$ cat config.mk
export PLATFORM = sky130hd
export DESIGN_NAME = jtframe_rom_arb
export DESIGN_NICKNAME = d
export VERILOG_FILES = /design/src/rtl/jtframe_rom_arb.sv
export SDC_FILE = /design/constraint.sdc
export NUM_CORES = 1
export LEC_CHECK = 0
export CAP_MARGIN = 20
export CORE_MARGIN = 2
export CORE_UTILIZATION = 49
export CTS_CLUSTER_SIZE = 40
export DETAILED_ROUTE_END_ITERATION = 10
export GPL_ROUTABILITY_DRIVEN = 0
export MAX_ROUTING_LAYER = met4
export PLACE_DENSITY = 0.86
export REMOVE_ABC_BUFFERS = 1
export SLEW_MARGIN = 5
export SYNTH_ARGS = -nofsm -noshare
export SYNTH_HDL_FRONTEND = slang
export SYNTH_SLANG_ARGS = --single-unit
$ cat constraint.sdc
create_clock -name clk_rom -period 2.89 [get_ports clk_rom]
set_input_delay 0.4335 -clock clk_rom [delete_from_list [all_inputs] [get_ports clk_rom]]
set_output_delay 0.4335 -clock clk_rom [all_outputs]
set_load 0.01 [all_outputs]
$ cat src/rtl/jtframe_rom_arb.sv
// Purpose: four-slot ROM read cache that arbitrates SDRAM reads round-robin.
// Latency: a hit shows on slot_ok one cycle later; a miss raises sdram_req one cycle later.
// Backpressure: holds sdram_req/sdram_addr until sdram_ack, then waits for data_rdy.
//
// Ports:
//   clk_rom, rst_n          clock, asynchronous active-low reset
//   downloading             ROM load in progress: flushes the cache and blocks new grants
//   slot_cs/slot_addr       per-slot read request and address (slot i at [i*AW +: AW])
//   slot_ok/slot_dout       per-slot hit flag and cached data (slot i at [i*DW +: DW])
//   sdram_req/sdram_addr    read request towards the SDRAM controller
//   sdram_ack               controller took the request (one-cycle pulse)
//   data_rdy/data_read      read data return (one-cycle pulse)
module jtframe_rom_arb #(
  parameter int AW = 22,
  parameter int DW = 32
) (
  input  logic            clk_rom,
  input  logic            rst_n,
  input  logic            downloading,
  input  logic [3:0]      slot_cs,
  input  logic [4*AW-1:0] slot_addr,
  output logic [3:0]      slot_ok,
  output logic [4*DW-1:0] slot_dout,
  output logic            sdram_req,
  output logic [AW-1:0]   sdram_addr,
  input  logic            sdram_ack,
  input  logic            data_rdy,
  input  logic [DW-1:0]   data_read
);

  typedef enum logic [1:0] {IDLE, REQ, WAIT} state_t;

  state_t        state;
  logic [3:0]    valid;
  logic [AW-1:0] tag  [4];
  logic [DW-1:0] data [4];
  logic [AW-1:0] addr [4];
  logic [1:0]    sel;
  logic [1:0]    last;
  logic [3:0]    hit;
  logic [3:0]    miss;
  logic [1:0]    pick;
  logic          pick_vld;
  logic [1:0]    idx;

  always_comb begin
    for (int i = 0; i < 4; i++) begin
      addr[i] = slot_addr[i*AW +: AW];
      hit[i]  = slot_cs[i] & valid[i] & (addr[i] == tag[i]) & ~downloading;
      miss[i] = slot_cs[i] & ~hit[i];
    end
  end

  // Round-robin search starting just after the last filled slot; the
  // 2-bit add wraps, so the fourth candidate is 'last' itself.
  always_comb begin
    pick     = last;
    pick_vld = 1'b0;
    idx      = last;
    for (int k = 1; k <= 4; k++) begin
      idx = last + 2'(k);
      if (!pick_vld && miss[idx]) begin
        pick     = idx;
        pick_vld = 1'b1;
      end
    end
  end

  for (genvar g = 0; g < 4; g++) begin : g_dout
    assign slot_dout[g*DW +: DW] = data[g];
  end

  always_ff @(posedge clk_rom or negedge rst_n) begin
    if (!rst_n) begin
      state      <= IDLE;
      sdram_req  <= 1'b0;
      sdram_addr <= '0;
      slot_ok    <= '0;
      valid      <= '0;
      sel        <= '0;
      last       <= 2'd3;
      for (int i = 0; i < 4; i++) begin
        tag[i]  <= '0;
        data[i] <= '0;
      end
    end else begin
      slot_ok <= hit;
      if (downloading) valid <= '0;
      case (state)
        IDLE: begin
          if (!downloading && pick_vld) begin
            sel        <= pick;
            sdram_addr <= addr[pick];
            sdram_req  <= 1'b1;
            state      <= REQ;
          end
        end
        REQ: begin
          // data_rdy in this state is ignored even if it coincides with ack
          if (sdram_ack) begin
            sdram_req <= 1'b0;
            state     <= WAIT;
          end
        end
        WAIT: begin
          // Fill with the latched address, not the live slot address, so a
          // slot that moved on simply misses again next cycle.
          if (data_rdy) begin
            tag[sel]   <= sdram_addr;
            data[sel]  <= data_read;
            valid[sel] <= ~downloading;
            last       <= sel;
            state      <= IDLE;
          end
        end
        default: state <= IDLE;
      endcase
    end
  end

endmodule
## Yosys cells after proc, flatten, opt, wreduce, memory -nomap -nowiden

Cells that the tools add are included.
W data, S select, Z words.

| cells by class | value |
|---|---|
| order comparisons | 9 |
| multiplexer cells | 38 |
| $add $sub $neg | 3 |
| reductions and logical operators | 16 |
| equal/unequal tests | 9 |
| bitwise gates (word level) | 23 |

Operator list:

| kind | number |
|---|---|
| $bwmux W128 | 1 |
| $bwmux W88 | 1 |
| $eq A22 B22 Y1 | 4 |
| $mux W22 | 3 |
| $demux W32 S2 | 1 |
| $bmux W22 S2 | 1 |
| $demux W22 S2 | 1 |
| $mux W32 | 1 |
| $and A1 B1 Y1 | 16 |
| $lt A2 B3 Y1 const B | 5 |
| $mux W2 | 7 |
| $mux W4 | 3 |
| $mux W1 | 11 |
| $bmux W1 S2 | 4 |
| $ge A3 B3 Y1 const B | 2 |
| $logic_and A1 B1 Y1 | 6 |
| $ne A2 B2 Y1 const B | 3 |
| $not A2 Y3 | 2 |
| $pmux W2 S3 | 1 |
| $reduce_and A3 Y1 | 2 |
| $not A1 Y1 | 5 |
| $add A2 B2 Y2 const B | 2 |
| $bwmux W4 | 1 |
| $logic_not A1 Y1 | 4 |
| 10 further kinds | 11 |

| storage, ports and cells | value |
|---|---|
| bits in registers | 253 |
| bits of input ports | 129 |
| output and inout bits | 155 |
| word-level logic and storage cells | 113 |

## Depth between registers and ports, before layout

Gate-level depths: netlist of the first run.

| depth | value |
|---|---|
| word-level depth | 21 |
| mapped depth | 11 |
| depth with buffers taken out | 8 |

## Worst setup path after synthesis of the first run

Ideal clock, no wire load.

| timing | value |
|---|---|
| path kind | input to register |
| start | input port slot_addr[71] |
| end | register sdram_addr[0] |
| buffers on the path | 2 |
| library setup time | 132 ps |
| setup slack | 386 ps |
| required time | 2758 ps |
| stages | 10 |
| data arrival time | 2372 ps |
| path through | xor2_1 nor4_1 nand4_1 o31a_1 o21bai_4 o31ai_4 or2_1 buf_4 buf_6 o221ai_2 |

| on the way | value |
|---|---|
| word-level cells in the longest chain between the ends | 21 |
| elaborated cells on any way between the ends | 33 |
| classes of those cells | eq/ne (1); mux (19); bitwise (5); reduce/logical (8) |

RTL lines:

| what | RTL line | source |
|---|---|---|
| start: declaration | 21 | `input logic [4*AW-1:0] slot_addr,` |
| $eq A22 B22 Y1 * | 49 | `hit[i] = slot_cs[i] & valid[i] & (addr[i] == tag[i]) & ~downloading;` |
| $and A1 B1 Y1 * (2 in series) | 49 |  |
| $not A1 Y1 * | 50 | `miss[i] = slot_cs[i] & ~hit[i];` |
| $and A1 B1 Y1 * | 50 |  |
| $bmux W1 S2 | 62 | `if (!pick_vld && miss[idx]) begin` |
| $mux W1 (not written as such) | 62 |  |
| $mux W1 | 62 |  |
| $logic_not A1 Y1 | 62 |  |
| (+3 left out) | n/a |  |
| $logic_and A1 B1 Y1 | 62 |  |
| $mux W1 | 62 |  |
| $logic_not A1 Y1 | 62 |  |
| $logic_and A1 B1 Y1 | 62 |  |
| $mux W2 | 62 |  |
| $not A2 Y3 (not written as such) | 93 | `sdram_addr <= addr[pick];` |
| $bmux W22 S2 | 93 |  |
| $mux W22 (not written as such) (2 in series) | 93 |  |
| end signal: assignment | 93 |  |
| end: declaration | 25 | `output logic [AW-1:0] sdram_addr,` |

Mark *: on every way between the ends. The rest lies on a longest branch, timed or not. The select of a mux whose other input is x is not followed.
A chain may end at the register's enable or synchronous reset.

## Worst setup path in the final report of the first run

| timing | value |
|---|---|
| start | register tag[36] (netlist name) |
| end | register sdram_addr[4] |

| on the way | value |
|---|---|
| word-level cells in the longest chain between the ends | 21 |
| elaborated cells on any way between the ends | 33 |
| classes of those cells | eq/ne (1); mux (19); bitwise (5); reduce/logical (8) |

RTL lines:

| what | RTL line | source |
|---|---|---|
| start: declaration | 35 | `logic [AW-1:0] tag [4];` |
| start signal: indexed assignment | 109 | `tag[sel] <= sdram_addr;` |
| $eq A22 B22 Y1 * | 49 |  |
| $and A1 B1 Y1 * (2 in series) | 49 |  |
| named net hit[2] | 40 | `logic [3:0] hit;` |
| $not A1 Y1 * | 50 |  |
| $and A1 B1 Y1 * | 50 |  |
| $bmux W1 S2 | 62 |  |
| $mux W1 (not written as such) | 62 |  |
| $mux W1 | 62 |  |
| (+4 left out) | n/a |  |
| $logic_and A1 B1 Y1 | 62 |  |
| $mux W1 | 62 |  |
| $logic_not A1 Y1 | 62 |  |
| $logic_and A1 B1 Y1 | 62 |  |
| $mux W2 | 62 |  |
| $not A2 Y3 (not written as such) | 93 |  |
| $bmux W22 S2 | 93 |  |
| $mux W22 (not written as such) (2 in series) | 93 |  |

Mark *: on every way through the listed nets, which the timed path passes. The rest lies on a longest branch. The select of a mux whose other input is x is not followed.

==> results of run 1 <==
## worst max path at each step
stage	startpoint	endpoint	cells after the start
floorplan	state[0]	slot_dout[0]	4
global placement	slot_addr[58]	sdram_addr[21]	12
detailed placement	slot_addr[58]	sdram_addr[13]	11
CTS	tag[36]	sdram_addr[13]	10
global route	tag[36]	sdram_addr[13]	11
finish	tag[36]	sdram_addr[4]	11
## registers in the layout (all words and copies together), names as in the netlist
register,flops
state,2
sdram_addr,22
tag,88
valid,4
slot_dout,128
last,2
sel,2
slot_ok,4
sdram_req,1
## kinds of logic after synthesis
| logic type | after synthesis |
|---|---|
| AO/OA/AOI/OAI | 38 |
| XOR/XNOR | 88 |
| buffers and inverters | 38 |
| flip-flops | 253 |
| multiplexers | 261 |
| AND/OR/NAND/NOR | 97 |
## layer usage
layer | global-route usage | part of all wire | up-vias
met5 | - | 0 | -
met4 | 0.0873 | 0.031 | 0
met3 | 0.0787 | 0.096 | 71
met2 | 0.451 | 0.49 | 381
met1 | 0.338 | 0.39 | 3910
li1 | - | - | 3469
## per-stage QoR
stage | hold slack (ns) | total power, mW | TNS [ns] | utilization
after floorplan | 0.138 | 8.81 | -263.63 | -
after global placement | 0.332 | 11.7 | -9.26 | 0.657
after global routing | 0.376 | 16.2 | -2.17 | 0.699
after detailed placement | 0.331 | 12.0 | -10.08 | 0.657
after CTS | 0.360 | 15.4 | 0 | 0.694
final | 0.373 | 15.4 | -0.00563 | 0.699
## layout by cell type (no fill, tap or decap), types with 7 or more instances in the layout
cell / count
clkbuf_16: 28
clkinv_2: 7
mux2i_1: 41
mux2_2: 217
o221ai_2: 18
nor2_1: 11
xor2_1: 49
buf_4: 51
clkdlybuf4s50_1: 282
nor4_1: 12
nand4_1: 11
xnor2_1: 39
buf_12: 9
dfrtp_1: 251
nand2_1: 35
## worst max-delay path, cell delays in order, from the launching register on
cell       delay (ns)
dfrtp_1          0.40
xor2_1           0.19
nor4_2           0.33
buf_4            0.18
nand4_1          0.15
nor4_4           0.34
nor2_1           0.10
o211ai_1         0.23
buf_4            0.19
clkbuf_16        0.21
mux2i_1          0.29
o221ai_2         0.14
## cell type report
cell class	instances	area, sq um	share of cell area
Sequential cell	253	6330	0.404
Tap cell	285	357	0.0227
Clock inverter	12	96.3	0.00615
Inverter	4	15.0	0.000958
Antenna cell	1	2.50	0.000160
Timing Repair Buffer	347	3460	0.221
Multi-Input combinational cell	484	4670	0.298
Clock buffer	33	738	0.0471
## repair_timing
action,in CTS,in global routing
hold endpoints to repair,34,0
setup endpoints to repair,0,21
gates resized for setup,0,14
setup buffers,0,3
hold buffers,1,0
## Yosys cell counts, types with 8 or more instances
cell type | count | area (sq um)
buf_4 | 8 | 60.1
clkbuf_1 | 23 | 86.3
dfrtp_1 | 251 | 6280
mux2_2 | 217 | 2440
mux2i_1 | 44 | 440
nand2_1 | 35 | 131
nand4_1 | 11 | 68.8
nor2_1 | 13 | 48.8
nor4_1 | 15 | 93.8
o221ai_2 | 18 | 270
xnor2_1 | 39 | 342
xor2_1 | 49 | 429
## where the power goes
| group | switching (mW) | internal [mW] | total [mW] |
|---|---|---|---|
| clock | 1.40 | 1.89 | 3.29 |
| combinational | 2.55 | 3.56 | 6.11 |
| sequential | 1.08 | 4.95 | 6.04 |
| total | 5.03 | 10.4 | 15.4 |
==> results.tsv, run 1 <==
stage	metric	value	unit
clock_tree	h-tree-depth	1	
route	routed_wl	32400	um
power_and_ir_drop	power_density	985	nW/um^2
global_routing	grt_usage	0.277	
route	drt-pass1-iter-count	6	
die	coreArea	22400	sq um
timing	slew_headroom	0.648	
worst_setup_path	rrSetupSlack	-0.006	ns
logic_synthesis	synthMuxAreaShare	0.260	
clock_tree	clk_latency	0.54	ns
finish	finalNonFillerCells	1419	
die	row_count	55	
clock_tree	clk_pin_slew	0.06	ns
logic_synthesis	synth_ff_type	dfrtp_1	
logic_synthesis	syn_avg_cell_area	14.3	sq um
timing	post-route-period-util	1.00	
logic_synthesis	synth_edf_count	0	
logic_synthesis	synth_fa_ha_area_frac	0	
die	ioPinCount	284	
route	first_iter_violations	378	
worst_setup_path	worst-setup-path-type	reg -> reg	
clock_tree	cts_buffer_depth	3	
logic_synthesis	synth-compound-area-share	0.0392	
logic_synthesis	synth_top_family_by_area	multiplexers	
place	io_buffers	283	
worst_setup_path	end_kind	register	
power_and_ir_drop	p_leak	7.00	nW
worst_setup_path	critPathLaunchType	register	
timing	worst_pin_slew	0.529	ns
timing	final.setup.worst_slack	-0.00563	ns
worst_setup_path	timing.rr.end	sdram_addr[4]	
worst_setup_path	r2r_cells	11	
logic_synthesis	synth-simple-area-share	0.0446	
worst_hold_path	hold_class	in -> async	
global_routing	grt_pass1_vias	8694	
logic_synthesis	synth-xor-area-share	0.0694	
flow_run	cap_viol_max_count	0	
timing	max_freq	345	MHz
logic_synthesis	synth_area	11100	sq um
clock_tree	clock_sinks	253	
route	post-route-drc-count	0	
worst_setup_path	r2r_start	tag[36]	
route	num_vias	7831	
logic_synthesis	yosys_warnings	0	
logic_synthesis	ys_seq_area_frac	0.570	
logic_synthesis	async_reset_ff_frac	1.00	
place	dp_slack	-0.433	ns
finish	final_cell_area	15700	sq um
finish	drive_gt1_frac	0.320	
timing	finalSetupViolations	1	
logic_synthesis	synth_cells	775	
global_routing	grt_pass1_wl	49600	um
route	drtAntennaViolNets	0	
outcome	status	complete, but fails checks	
worst_setup_path	required	3.30	ns
logic_synthesis	synth.distinct_cells	39	
global_routing	grt_start_max_net_pins	97	
clock_tree	cts-root-buf	clkbuf_16	
timing	period_needed	2.90	ns
timing	skew	0.0288	ns
worst_setup_path	arrival	3.30	ns
clock_tree	cts_tree	built	
die	die_area	23900	sq um
global_routing	overflow	0	
logic_synthesis	ys_ff_latch	253	
route	post_drt_wl_per_cell	22.8	um
power_and_ir_drop	max-vdd-ir-drop	0.721	mV
finish	area_growth	41.1	%
place	postPlaceCellArea	14700	sq um
finish	n_fill_cell	1496	
die	initial_core_util	0.495	
timing	hold_viol	0	
place	dp_cells	1368	
place	dp_hpwl	22300	um
global_routing	antenna_found_initial	1	
clock_tree	cts_buffers	27	
route	vias_per_cell	5.52	
timing	slew_violations	0	
worst_setup_path	cp_max_fo	17	
finish	final_nets	1246	
die	die_y	155	um
die	die-width	155	um
outcome	violations	negative setup slack	
Note: power is estimated with default switching activity, not from simulation.
==> inputs of run 2 (changes only) <==
--- a/config.mk
+++ b/config.mk
@@ -13,6 +13,7 @@
 export GPL_ROUTABILITY_DRIVEN = 0
 export MAX_ROUTING_LAYER = met4
 export PLACE_DENSITY = 0.86
+export RECOVER_POWER = 25
 export REMOVE_ABC_BUFFERS = 1
 export SLEW_MARGIN = 5
 export SYNTH_ARGS = -nofsm -noshare
==> results.tsv, run 2 (synthesized netlist as in run 1, its figures left out) <==
stage	metric	value	unit
finish	seq_area	6330	sq um
worst_hold_path	hold_class	in -> async	
die	coreArea	22400	sq um
worst_setup_path	r2r_cells	11	
die	die_y	155	um
worst_setup_path	arrival	3.32	ns
timing	period_needed	2.91	ns
worst_setup_path	cp_max_fo	17	
timing	skew	0.0284	ns
place	dp_slack	-0.433	ns
finish	final_common_cell	clkdlybuf4s50_1	
finish	largest_reg_flops	128	
timing	worst_pin_slew	1.34	ns
worst_setup_path	cp_slowest_cell	dfrtp_1	
worst_setup_path	worst-setup-path-type	reg -> reg	
timing	slew_headroom	0.109	
die	die_area	23900	sq um
worst_setup_path	critPathLaunch	tag[36]	
timing	slew_violations	0	
worst_setup_path	timing.rr.end	sdram_addr[4]	
flow_run	cap_viol_max_count	0	
worst_setup_path	cpPeakStageDelay	0.40	ns
place	dp_cells	1368	
route	num_vias	7822	
timing	finalSetupViolations	1	
finish	final_nets	1246	
global_routing	grt_pass1_vias	8694	
timing	post-route-period-util	1.01	
global_routing	grt_pass1_wl	49600	um
die	die-width	155	um
timing	max_freq	343	MHz
route	vias_per_cell	5.51	
timing	hold_ws	0.364	ns
clock_tree	cts_tree	built	
clock_tree	cts_buffers	27	
outcome	violations	negative setup slack	
finish	area_growth	40.9	%
power_and_ir_drop	power_density	986	nW/um^2
clock_tree	clk_latency	0.54	ns
die	row_count	55	
worst_setup_path	required	3.30	ns
finish	finalNonFillerCells	1419	
global_routing	grt_usage	0.277	
outcome	status	complete, but fails checks	
global_routing	overflow	0	
place	io_buffers	283	
route	routed_wl	32400	um
global_routing	grt_start_max_net_pins	97	
route	post_drt_wl_per_cell	22.8	um
worst_setup_path	crit_end	sdram_addr[4]	
power_and_ir_drop	max-vdd-ir-drop	0.720	mV
worst_setup_path	crit_chain	xor2_1 -> nor4_2 -> buf_4 -> nand4_1 -> nor4_4 -> nor2_1 -> o211ai_1 -> buf_4 -> clkbuf_16 -> mux2i_1 -> o221ai_2	
clock_tree	clk_pin_slew	0.06	ns
worst_setup_path	r2r_start	tag[36]	
finish	n_fill_cell	1499	
route	drtAntennaViolNets	0	
power_and_ir_drop	p_leak	6.99	nW
clock_tree	h-tree-depth	1	
worst_setup_path	crit_top_cell	buf_4	
timing	final.setup.worst_slack	-0.0246	ns
clock_tree	clock_sinks	253	
clock_tree	cts-root-buf	clkbuf_16	
worst_setup_path	end_kind	register	
finish	final_util	0.697	
global_routing	antenna_found_initial	1	
die	initial_core_util	0.495	
finish	drive_gt1_frac	0.320	
finish	final_cell_mix	clkdlybuf4s50_1 (282), dfrtp_1 (251), mux2_2 (217)	
clock_tree	cts_buffer_depth	3	
place	dp_hpwl	22300	um
power_and_ir_drop	p_total	15.4	mW
timing	hold_viol	0	
worst_setup_path	critPathLaunchType	register	
route	first_iter_violations	360	
finish	multi_input_area	4670	sq um
route	drt-pass1-iter-count	6	
worst_setup_path	rrSetupSlack	-0.02	ns
route	post-route-drc-count	0	
die	ioPinCount	284	
-- run 2: worst min path at each step --
| stage | startpoint | to | slack (ns) |
|---|---|---|---|
| floorplan | rst_n | sdram_addr[0] | 0.14 |
| global placement | rst_n | tag[50] | 0.33 |
| detailed placement | rst_n | tag[50] | 0.33 |
| CTS | rst_n | slot_ok[2] | 0.36 |
| global route | rst_n | slot_ok[2] | 0.37 |
| finish | rst_n | slot_ok[2] | 0.36 |
-- run 2: worst max-delay path: cells and delay by family, from the launching register on --
family / cells / cell delay [ns]
simple gates: 4 / 0.93
buf+inv: 3 / 0.58
flops: 1 / 0.40
compound gates: 2 / 0.37
mux: 1 / 0.29
xor+xnor: 1 / 0.19
-- run 2: routing by layer --
layer | up-vias | share of wire | track usage
met5 | - | 0 | -
met4 | 0 | 0.031 | 0.0873
met3 | 70 | 0.092 | 0.0787
met2 | 375 | 0.49 | 0.451
met1 | 3910 | 0.39 | 0.338
li1 | 3467 | - | -
-- run 2: power by group --
part           switching (mW)  internal [mW]
Sequential               1.09           4.95
Combinational            2.55           3.55
Clock                    1.39           1.89
-- run 2: final cells by class --
type / instances / share of cell area
tap: 285 / 0.0228
sequential: 253 / 0.405
multi-input combinational: 484 / 0.299
timing repair buffer: 347 / 0.219
inverter: 4 / 0.000960
clock inverter: 12 / 0.00616
antenna: 1 / 0.000160
clock buffer: 33 / 0.0472
-- run 2: metrics by stage --
step	TNS (ns)	area (sq um)
after detailed placement	-10.08	14700
after global routing	-2.17	15600
after floorplan	-263.63	10900
after global placement	-9.26	14700
final	-0.0246	15600
after CTS	0	15600
-- run 2: what timing repair did --
action,CTS,global route
buffers inserted,0,3
setup endpoints to repair,0,21
gates resized for setup,0,14
hold buffers,1,0
endpoints found under the hold margin,34,0
==> variant (config.mk and constraints of run 2) <==
Encoding of `state_t`: now one-hot (3 bits for 3 states).
--- a/src/rtl/jtframe_rom_arb.sv
+++ b/src/rtl/jtframe_rom_arb.sv
@@ -29,5 +29,5 @@
 );
 
-  typedef enum logic [1:0] {IDLE, REQ, WAIT} state_t;
+  typedef enum logic [2:0] {IDLE = 3'b001, REQ = 3'b010, WAIT = 3'b100} state_t;
 
   state_t        state;
Formal check against the unedited RTL: same outputs for any inputs over 4 cycles, from zero or initial values and one cycle with rst_n low; so few cycles prove little.
==> variant against run 2 <==
Worst setup slack got worse by 0.20 ns; clock power increased by 20%; the flow still finishes with violations (setup timing); critical endpoint is now sdram_addr[5]; routed wire length down 0.73%; clock skew shrank 0.015 ns; final area grew 1.8%; critical path type unchanged; synthesized area is 0.24% lower; via count fell by 0.95%; total power shrank 15%; sequential cell count increased by 1.
==> variant: results (changes against run 2) <==
[final_layout]
final_cells = 1405  ; -0.99%

[global_routing]
antenna_found_initial = 6  ; +5
grt_use_total_pct = 27.7  ; about the same
grt_pass1_vias = 8566  ; -1.5%

[setup_path]
max_stage_delay_ns = 0.43  ; +0.03 ns
crit_start = tag[33]
critPathMaxFanout = 6  ; -11

[timing]
setup_tns_ns = -4.37  ; -4.35 ns
slew_headroom_pct = 6.68  ; -4.2 points
setup_viol = 22  ; +21
clock_skew_ns = 0.0133  ; -0.0151 ns
setup_ws_ns = -0.229  ; -0.204 ns

[synthesis]
synth-seq-area-share_pct = 57.4  ; +0.37 points
ys_types = 38  ; -2.6%
synth-xor-area-share_pct = 6.95  ; +0.016 points
netlist_instances = 736  ; -5.0%
synthMuxAreaShare_pct = 28.9  ; +3.0 points

[outcome]
violations = setup timing
status = finished with violations

[power_and_ir_drop]
worst_ir_drop_vdd_mv = 0.710  ; -1.4%
total_power_mw = 13.0  ; -15%
powerClk_mw = 3.94  ; +20%
leakagePower_nw = 7.55  ; +7.9%

[route]
wl_um = 32200  ; -0.73%
num_vias = 7748  ; -0.95%
first_pass_iters = 4  ; -2

[place]
preCtsSetupSlack_ns = -0.898  ; -0.465 ns

variant: cell types whose count changed after synthesis, sizes merged, moves of 4 or more:
cell and delta:
nand2 -19, a21oi +6, nor3 +4, nand4 -4
xnor2 -25, mux2 +22, mux2i -43, mux4 +22
buf -8, xor2 +25, o221ai -22
variant: what timing repair did:
item | in CTS | in global routing
setup buffers | 3 | 4
hold buffers | 1 | 0
pin swaps | 6 | 3
endpoints found under the setup margin | 22 | 22
endpoints found under the hold margin | 83 | 0
gates resized for setup | 14 | 13
cloned | 1 | 0
variant: layer usage:
layer  global-route usage, %  routed length (um)  vias up
li1                        -                   -     3374
met1                    31.9               12100     3926
met2                    44.7               15300      364
met3                    10.5                3490       84
met4                    9.88                1230        0
met5                       -                   0        -
variant: area by class of cell:
cell class,instances,area (um2)
Clock inverter,14,231
Sequential cell,254,6360
Multi-Input combinational cell,449,4670
Inverter,4,15.0
Antenna cell,7,17.5
Clock buffer,38,800
Fill cell,1462,6510
Tap cell,285,357
Timing Repair Buffer,354,3480
